## config.mk

```make
export PLATFORM = sky130hd
export DESIGN_NAME = scrambler_arbiter
export DESIGN_NICKNAME = d
export VERILOG_FILES = /design/src/rtl/scrambler_pkg.sv /design/src/rtl/scrambler_arbiter_rr_pick.sv /design/src/rtl/scrambler_arbiter.sv
export SDC_FILE = /design/constraint.sdc
export NUM_CORES = 1
export LEC_CHECK = 0
export BUFFER_PORTS_ARGS = -buffer_cell sky130_fd_sc_hd__buf_2
export CORE_MARGIN = 4
export CORE_UTILIZATION = 50
export DETAILED_ROUTE_END_ITERATION = 7
export PLACE_DENSITY_LB_ADDON = 0.1
export SETUP_SLACK_MARGIN = 0.05
export SLEW_MARGIN = 20
export SYNTH_ARGS = -nofsm -noshare
export SYNTH_HDL_FRONTEND = slang
export SYNTH_HIERARCHICAL = 1
export SYNTH_SLANG_ARGS = --single-unit
```

## constraint.sdc

```tcl
create_clock -name clk -period 3.1 [get_ports clk]
set_input_delay 0.31 -clock clk [delete_from_list [all_inputs] [get_ports clk]]
set_output_delay 0.31 -clock clk [all_outputs]
set_load 0.02 [all_outputs]
```

## src/rtl/scrambler_pkg.sv

```systemverilog
// Shared constants and FSM encoding for the scrambler/checker arbiter.
package scrambler_pkg;

  localparam int SYM_W  = 3;
  localparam int NSYM   = 6;
  localparam int CODE_W = SYM_W * NSYM;

  typedef enum logic [1:0] {
    IDLE   = 2'd0,
    LAUNCH = 2'd1,
    WAIT   = 2'd2,
    RESP   = 2'd3
  } state_t;

endpackage

```

## src/rtl/scrambler_arbiter_rr_pick.sv

```systemverilog
// Round-robin picker: first set request at or above the pointer, wrapping.
module rr_pick #(
  parameter int NREQ = 4,
  parameter int PW   = 2
) (
  input  logic [NREQ-1:0] req,
  input  logic [PW-1:0]   rr,
  output logic [NREQ-1:0] sel_oh,
  output logic [PW-1:0]   sel_idx,
  output logic            any
);

  int unsigned k;

  // Scan upward from rr and keep only the first hit.
  always_comb begin
    sel_oh  = '0;
    sel_idx = '0;
    any     = 1'b0;
    k       = 0;
    for (int unsigned off = 0; off < NREQ; off++) begin
      k = (int'(rr) + off) % NREQ;
      if (!any && req[k]) begin
        any       = 1'b1;
        sel_oh[k] = 1'b1;
        sel_idx   = PW'(k);
      end
    end
  end

endmodule

```

## src/rtl/scrambler_arbiter.sv

```systemverilog
// Round-robin sharing of one scrambler/checker unit with a WAIT watchdog.
module scrambler_arbiter
  import scrambler_pkg::*;
#(
  parameter int NREQ    = 4,
  parameter int TIMEOUT = 15,
  parameter int CW      = 8
) (
  input  logic                   clk,
  input  logic                   rst,
  input  logic [NREQ-1:0]        req,
  input  logic [NREQ*CODE_W-1:0] req_code,
  output logic [NREQ-1:0]        gnt,
  output logic [NREQ-1:0]        ack,
  output logic                   err,
  output logic [CODE_W-1:0]      result,
  output logic                   sc_ready,
  output logic [CODE_W-1:0]      sc_code,
  input  logic                   sc_done,
  input  logic [CODE_W-1:0]      sc_result
);

  localparam int PW = (NREQ > 1) ? $clog2(NREQ) : 1;

  state_t            state, state_nx;
  logic [NREQ-1:0]   sel_oh;
  logic [PW-1:0]     sel_idx, cur_idx, rr;
  logic              any;
  logic [CW-1:0]     timer;
  logic              timed_out;
  logic [CODE_W-1:0] res_buf, code_sel;
  logic              err_buf;
  logic              sc_ready_d, err_d;
  logic [NREQ-1:0]   ack_d;
  logic [PW-1:0]     rr_nx;

  rr_pick #(.NREQ(NREQ), .PW(PW)) u_pick (
    .req     (req),
    .rr      (rr),
    .sel_oh  (sel_oh),
    .sel_idx (sel_idx),
    .any     (any)
  );

  assign timed_out = (timer == CW'(TIMEOUT - 1));
  assign rr_nx     = (cur_idx == PW'(NREQ - 1)) ? '0 : cur_idx + 1'b1;

  // Code of the requester being picked this cycle.
  always_comb begin
    code_sel = '0;
    for (int unsigned k = 0; k < NREQ; k++)
      if (sel_oh[k]) code_sel = req_code[k*CODE_W +: CODE_W];
  end

  // State register.
  always_ff @(posedge clk or negedge rst) begin
    if (!rst) state <= IDLE;
    else      state <= state_nx;
  end

  // Next-state logic; sc_done wins over the watchdog in the same cycle.
  always_comb begin
    state_nx = IDLE;
    case (state)
      IDLE:    state_nx = any ? LAUNCH : IDLE;
      LAUNCH:  state_nx = WAIT;
      WAIT:    state_nx = (sc_done || timed_out) ? RESP : WAIT;
      RESP:    state_nx = IDLE;
      default: state_nx = IDLE;
    endcase
  end

  // Output decode; outputs are registered so each appears one cycle after its state.
  always_comb begin
    sc_ready_d = (state == LAUNCH);
    ack_d      = (state == RESP) ? gnt : '0;
    err_d      = (state == RESP) && err_buf;
  end

  // Datapath: grant/code latch, watchdog timer, result capture, pointer advance.
  // gnt is reloaded in IDLE, so it stays up through the ack cycle and only then clears.
  always_ff @(posedge clk or negedge rst) begin
    if (!rst) begin
      gnt      <= '0;
      ack      <= '0;
      err      <= 1'b0;
      sc_ready <= 1'b0;
      sc_code  <= '0;
      result   <= '0;
      rr       <= '0;
      cur_idx  <= '0;
      timer    <= '0;
      res_buf  <= '0;
      err_buf  <= 1'b0;
    end else begin
      sc_ready <= sc_ready_d;
      ack      <= ack_d;
      err      <= err_d;
      case (state)
        IDLE: begin
          gnt <= any ? sel_oh : '0;
          if (any) begin
            cur_idx <= sel_idx;
            sc_code <= code_sel;
          end
        end
        LAUNCH: timer <= '0;
        WAIT: begin
          timer <= timer + 1'b1;
          if (sc_done) begin
            res_buf <= sc_result;
            err_buf <= 1'b0;
          end else if (timed_out) begin
            res_buf <= '0;
            err_buf <= 1'b1;
          end
        end
        RESP: begin
          result <= res_buf;
          rr     <= rr_nx;
        end
        default: begin
          gnt     <= '0;
          sc_code <= '0;
          result  <= '0;
        end
      endcase
    end
  end

endmodule

```

==> results of run 1 <==
-- cell usage after synthesis, drive strengths merged --
cell type	number	share of area
o31ai	1	0.0018
inv	15	0.014
nand3	24	0.030
o21a	1	0.0018
ha	13	0.040
a22oi	8	0.015
nand4	1	0.0015
o211ai	3	0.0055
mux2i	2	0.0049
buf	19	0.031
a21oi	1	0.0012
and2	7	0.011
nor4	2	0.0031
nor2	3	0.0028
a32o	1	0.0025
o2bb2ai	1	0.0022
nand2b	5	0.0095
nand2	73	0.067
o31a	1	0.0022
mux2	22	0.061
a221oi	18	0.039
mux4	4	0.024
nor2b	19	0.029
o41ai	1	0.0022
a21boi	1	0.0018
or4	2	0.0037
clkbuf	10	0.0092
o221ai	1	0.0022
or3	1	0.0015
o311ai	20	0.043
dfrtp	79	0.49
and2b	1	0.0022
nand4b	1	0.0022
nor4b	1	0.0058
nand3b	2	0.0037
o21ai	30	0.037
nor3	1	0.0012
-- routing by layer --
metal  routed length (um)  vias to the layer above  global-route usage
met5                    0                        -                   0
met4                  193                        0              0.0756
met3                  613                       16              0.0421
met2                 4970                       99               0.323
met1                 4660                     1745               0.305
li1                     -                     1702                   -
-- final cells by class --
class	count	area [um2]
fill	658	2740
sequential	79	1980
multi-input combinational	272	1890
timing repair buffer	154	811
tap	102	128
clock buffer	9	124
clock inverter	7	78.8
inverter	15	56.3
-- worst reg2reg max path, cell delays in order (launching register included) --
cell      delay [ns]
dfrtp_1         0.35
inv_1           0.08
ha_1            0.35
mux4_2          0.33
buf_4           0.19
nor4b_4         0.33
a22oi_1         0.11
o21ai_0         0.15
nor2b_1         0.20
buf_6           0.21
a221oi_1        0.10
o311ai_1        0.31
-- logic make-up (layout without fill, tap and decap cells) --
kind of cell    count (synthesis)  in the layout  synth area share
buf+inv                        44            185            0.0538
fa+ha+maj                      13             13            0.0400
compound gates                 88             88             0.157
simple gates                  143            143             0.174
mux                            28             28            0.0898
flops                          79             79             0.486
-- cell usage in the layout (no fill, tap or decap), drive strengths merged, types with 2 or more instances in the layout --
cell type  count
inv           18
nand3b         2
o211ai         3
nand3         24
nand2         73
a221oi        18
clkbuf         9
mux4           4
buf          154
o21ai         30
nand2b         5
or4            2
mux2i          2
and2           7
ha            13
nor2           3
mux2          22
a22oi          8
dfrtp         79
nor2b         19
o311ai        20
clkinv         3
nor4           2
-- stage by stage --
| stage | instances | hold slack (ns) | area (um2) |
|---|---|---|---|
| 2_1_floorplan | 395 | 0.0144 | 4070 |
| 3_3_place_gp | 620 | 0.469 | 4830 |
| 3_5_place_dp | 620 | 0.476 | 4830 |
| 4_1_cts | 636 | 0.158 | 5040 |
| 5_1_grt | 638 | 0.0521 | 5070 |
| 6_report | 638 | -0.00186 | 5070 |
-- path summary, 6_finish.rpt --
check	cells after the start	slack, ns	end
worst max-delay path	11	0.28	sc_code[17]
worst min-delay path	1	-0.002	result[10]
worst max register to register	11	0.28	sc_code[17]
worst min register to register	1	0.50	err_buf
max in group asynchronous	1	2.60	err
min in group clk	3	0.17	res_buf[8]
-- repair_timing --
item                       CTS  global route
cloned                       0             0
setup endpoints to repair    2            18
pin swaps                    0             5
gates resized for setup      1             9
buffers inserted             0             2
-- sequential cells by signal, summed over array words and instances, names as in the netlist --
signal / cells
sc_ready: 1
gnt: 4
rr: 2
res_buf: 18
ack: 4
timer: 8
state: 2
err: 1
sc_code: 18
result: 18
err_buf: 1
cur_idx: 2
-- power by group --
group	total [mW]	switching [mW]	internal, mW
Clock	0.780	0.397	0.382
Sequential	1.65	0.208	1.44
Combinational	2.99	1.78	1.22
Total	5.42	2.38	3.04
==> metrics.cfg, run 1 <==
[status]
outcome = finished, violations left
violations = negative hold slack

[setup_path]
required_ns = 3.34
crit_start = rr[1]
critical_path_class = reg -> reg
r2r_start = rr[1]
path_max_fanout = 18
path_cells = inv_1 > ha_1 > mux4_2 > buf_4 > nor4b_4 > a22oi_1 > o21ai_0 > nor2b_1 > buf_6 > a221oi_1 > o311ai_1
cp_data_arrival_time_ns = 3.05
cp-start-kind = flip-flop
path_buf_inv = 3
critPathMaxStageDelay_ns = 0.35
cp-end-kind = flip-flop
critPathSlowestCell = dfrtp_1
path_delay_family = compound AO/OA/AOI/OAI gates

[cells_and_area]
utilization = 0.649
antenna_cells = 0
syn_to_final_growth_pct = 24.5
drive_above_1_share = 0.371
nets = 641

[floorplan]
ios = 143
core_area_um2 = 7810
die_w_um = 98.2
floorplan.initialDensity = 0.521
dieArea_um2 = 9650
rows = 32
die_h_um = 98.2

[global_routing]
grt_pass1_vias = 3453
grt_use_total = 0.212
grt_first_pass_wirelength_um = 16900
grt_max_degree = 80
grt_overflow = 0
antenna_found_initial = 0

[timing]
slew-limit-headroom = 0.474
layout_setup_ws_ns = 0.284
drv_slew = 0
hold_viol = 1
setup_viol = 0
skew_ns = 0.00922
tightest_slew_ns = 0.785
fin_hold_ws_ns = -0.00186
fin_setup_tns_ns = 0
rsz0062_at_grt = yes
post-route-period-util = 0.908
fmaxAchievable_mhz = 355
period_minus_slack_ns = 2.82

[detailed_routing]
drtIter0Drc = 160
drt-pass1-iter-count = 5
routedWlPerCell_um = 16.4
avgViaCountPerCell = 5.58
drt.antenna.violating_nets = 0
drt-total-wl_um = 10400
drc = 0
vias = 3562

[logic_synthesis]
syn-cell-area_um2 = 4070
syn_nets = 505
yosys_warnings = 6
ys_types = 42
synthCells = 395
synth_area_per_cell_um2 = 10.3
synth_seq_cells = 79
ys_seq_area_frac = 0.486

[clock_tree]
clkSlewWorstSetupHoldPaths_ns = 0.09
cts_tree = done
clock-sinks = 79
htreeDepth = 3
cts_buffers = 9
cts_root_buffer = clkbuf_8
ctsHoldBuffers = 0
clockBufferDepth = 2
clock_latency_ns = 0.34

[power]
peakVddDrop_uv = 771
p_total_mw = 5.42
p_leak_nw = 2.46
p_per_area_nw_per_um2 = 1070

[placement]
hpwl_um = 7370
io_buffers = 142
place_congestion = 0.823
dp_slack_ns = 0.0571

[hold_path]
hp-class = in -> async

[flow_run]
maxCapViolCount = 0

Note: power is estimated with default switching activity, not from simulation.
==> inputs of run 2 (changes only) <==
CORE_MARGIN = 3   (was 4)
==> metrics.cfg, run 2 (synthesized netlist as in run 1, its figures left out) <==
[status]
outcome = finished, violations left
violations = negative hold slack

[cells_and_area]
drive_above_1_share = 0.373  ; +0.00164
mostFrequentLayoutCells = buf_2, dfrtp_1, nand2_1
largestRegisters = res_buf (18), result (18), sc_code (18)
final_cells = 641  ; +0.47%
antenna_cells = 0  ; unchanged
nets = 644  ; +0.47%
syn_to_final_growth_pct = 24.8
final_common_cell = buf_2

[detailed_routing]
drt-total-wl_um = 10400  ; about the same
routedWlPerCell_um = 16.3  ; -0.55%
avgViaCountPerCell = 5.64  ; +1.0%
drtIter0Drc = 178  ; +11%
drt.antenna.violating_nets = 0  ; unchanged
drc = 0  ; unchanged
drt-pass1-iter-count = 5  ; unchanged
vias = 3616  ; +1.5%

[setup_path]
cp-start-kind = flip-flop
required_ns = 3.33  ; about the same
critical_path_class = reg -> reg
cp_data_arrival_time_ns = 3.08  ; +0.03 ns
path_max_fanout = 18  ; unchanged
cp-end-kind = flip-flop

[timing]
slew-limit-headroom = 0.455  ; -0.0198
fmaxAchievable_mhz = 350  ; -1.3%
rsz0062_at_grt = no
drv_slew = 0  ; unchanged
skew_ns = 0.00731  ; -0.00191 ns
tightest_slew_ns = 0.815  ; +0.0296 ns
fin_hold_ws_ns = -0.0199  ; -0.0181 ns
hold_viol = 9  ; +8
period_minus_slack_ns = 2.85  ; +0.0373 ns
post-route-period-util = 0.921  ; +0.0120
fin_setup_tns_ns = 0  ; unchanged
setup_viol = 0  ; unchanged

[floorplan]
floorplan.initialDensity = 0.521  ; unchanged
die_w_um = 96.2  ; -2.0%
dieArea_um2 = 9260  ; -4.0%
rows = 32  ; unchanged
ios = 143  ; unchanged
die_h_um = 96.2  ; -2.0%
core_area_um2 = 7810  ; unchanged

[power]
p_total_mw = 5.44  ; +0.21%
p_leak_nw = 2.46  ; about the same
peakVddDrop_uv = 624  ; -19%
p_per_area_nw_per_um2 = 1070  ; about the same

[clock_tree]
clock-sinks = 79  ; unchanged
cts_tree = done
clock_latency_ns = 0.35  ; about the same
cts_buffers = 9  ; unchanged
htreeDepth = 3  ; unchanged
clockBufferDepth = 2  ; unchanged
cts_root_buffer = clkbuf_8
ctsHoldBuffers = 0  ; unchanged
clkSlewWorstSetupHoldPaths_ns = 0.09  ; about the same

[flow_run]
maxCapViolCount = 0  ; unchanged

[placement]
place_congestion = 0.857  ; +4.1%
hpwl_um = 7270  ; -1.3%
io_buffers = 142  ; unchanged
placedCellCount = 620  ; unchanged

[global_routing]
grt_overflow = 0  ; unchanged
grt_use_total = 0.220  ; +0.00710
grt_first_pass_wirelength_um = 15900  ; -6.0%
antenna_found_initial = 0  ; unchanged
grt_pass1_vias = 3418  ; -1.0%
grt_max_degree = 80  ; unchanged

[hold_path]
hp-class = in -> async

## run 2: changes by cell type in the layout (fill, tap and decap cells not counted)
cell | before | now
buf_4 | 11 | 14
clkbuf_1 | 0 | 1
clkinv_4 | 2 | 0
clkinvlp_4 | 0 | 2
inv_6 | 3 | 2
o311ai_0 | 2 | 6
o311ai_1 | 18 | 14
## run 2: path summary, 6_finish.rpt
path | startpoint | end | slack [ns] | cells after the start
min in group clk | sc_result[17] | res_buf[17] | 0.16 | 3
worst max register to register | rr[1] | sc_code[10] | 0.25 | 11
max in group asynchronous | rst | sc_code[9] | 2.64 | 1
worst min register to register | err_buf | err_buf | 0.49 | 1
worst max-delay path | rr[1] | sc_code[10] | 0.25 | 11
worst min-delay path | rst | result[9] | -0.02 | 1
## run 2: cell type report
type	instances	area (um2)
repair buffers	157	833
inverters	15	56.3
fillers	650	2730
multi-input cells	272	1890
clock inverters	6	67.6
well taps	102	128
clock buffers	10	128
flip-flops and latches	79	1980
## run 2: critical path: stages (launching register included)
cell and delay [ns]:
dfrtp_1 0.35, inv_1 0.08, ha_1 0.35, mux4_2 0.31, buf_4 0.19, nor4b_4 0.33
a22oi_1 0.12, o21ai_0 0.13, nor2b_1 0.19, buf_6 0.21, a221oi_1 0.10, o311ai_0 0.38
## run 2: per-layer routing
metal	wire length, um	vias up	GRT usage
met5	0	-	0
met4	212	0	0.0924
met3	561	19	0.0360
met2	5020	112	0.348
met1	4640	1783	0.298
li1	-	1702	-
## run 2: metrics by stage
| stage | area, um2 | utilization | setup WS (ns) | hold slack, ns |
|---|---|---|---|---|
| finish | 5080 | 0.651 | 0.246 | -0.0199 |
| global route | 5080 | 0.651 | 0.0482 | 0.0381 |
| CTS | 5030 | 0.644 | 0.0575 | 0.142 |
| detailed placement | 4830 | 0.619 | 0.0678 | 0.478 |
| global placement | 4830 | 0.619 | 0.242 | 0.473 |
| floorplan | 4070 | - | 0.329 | 0.0144 |
## run 2: repair_timing
item | 4_1_cts | 5_1_grt
setup buffers | 0 | 5
setup endpoints to repair | 0 | 18
resized for setup | 0 | 5
## run 2: report_power, final
group          internal (mW)  switching [mW]
combinational           1.23            1.77
sequential              1.44           0.213
clock                  0.377           0.403
total                   3.05            2.39
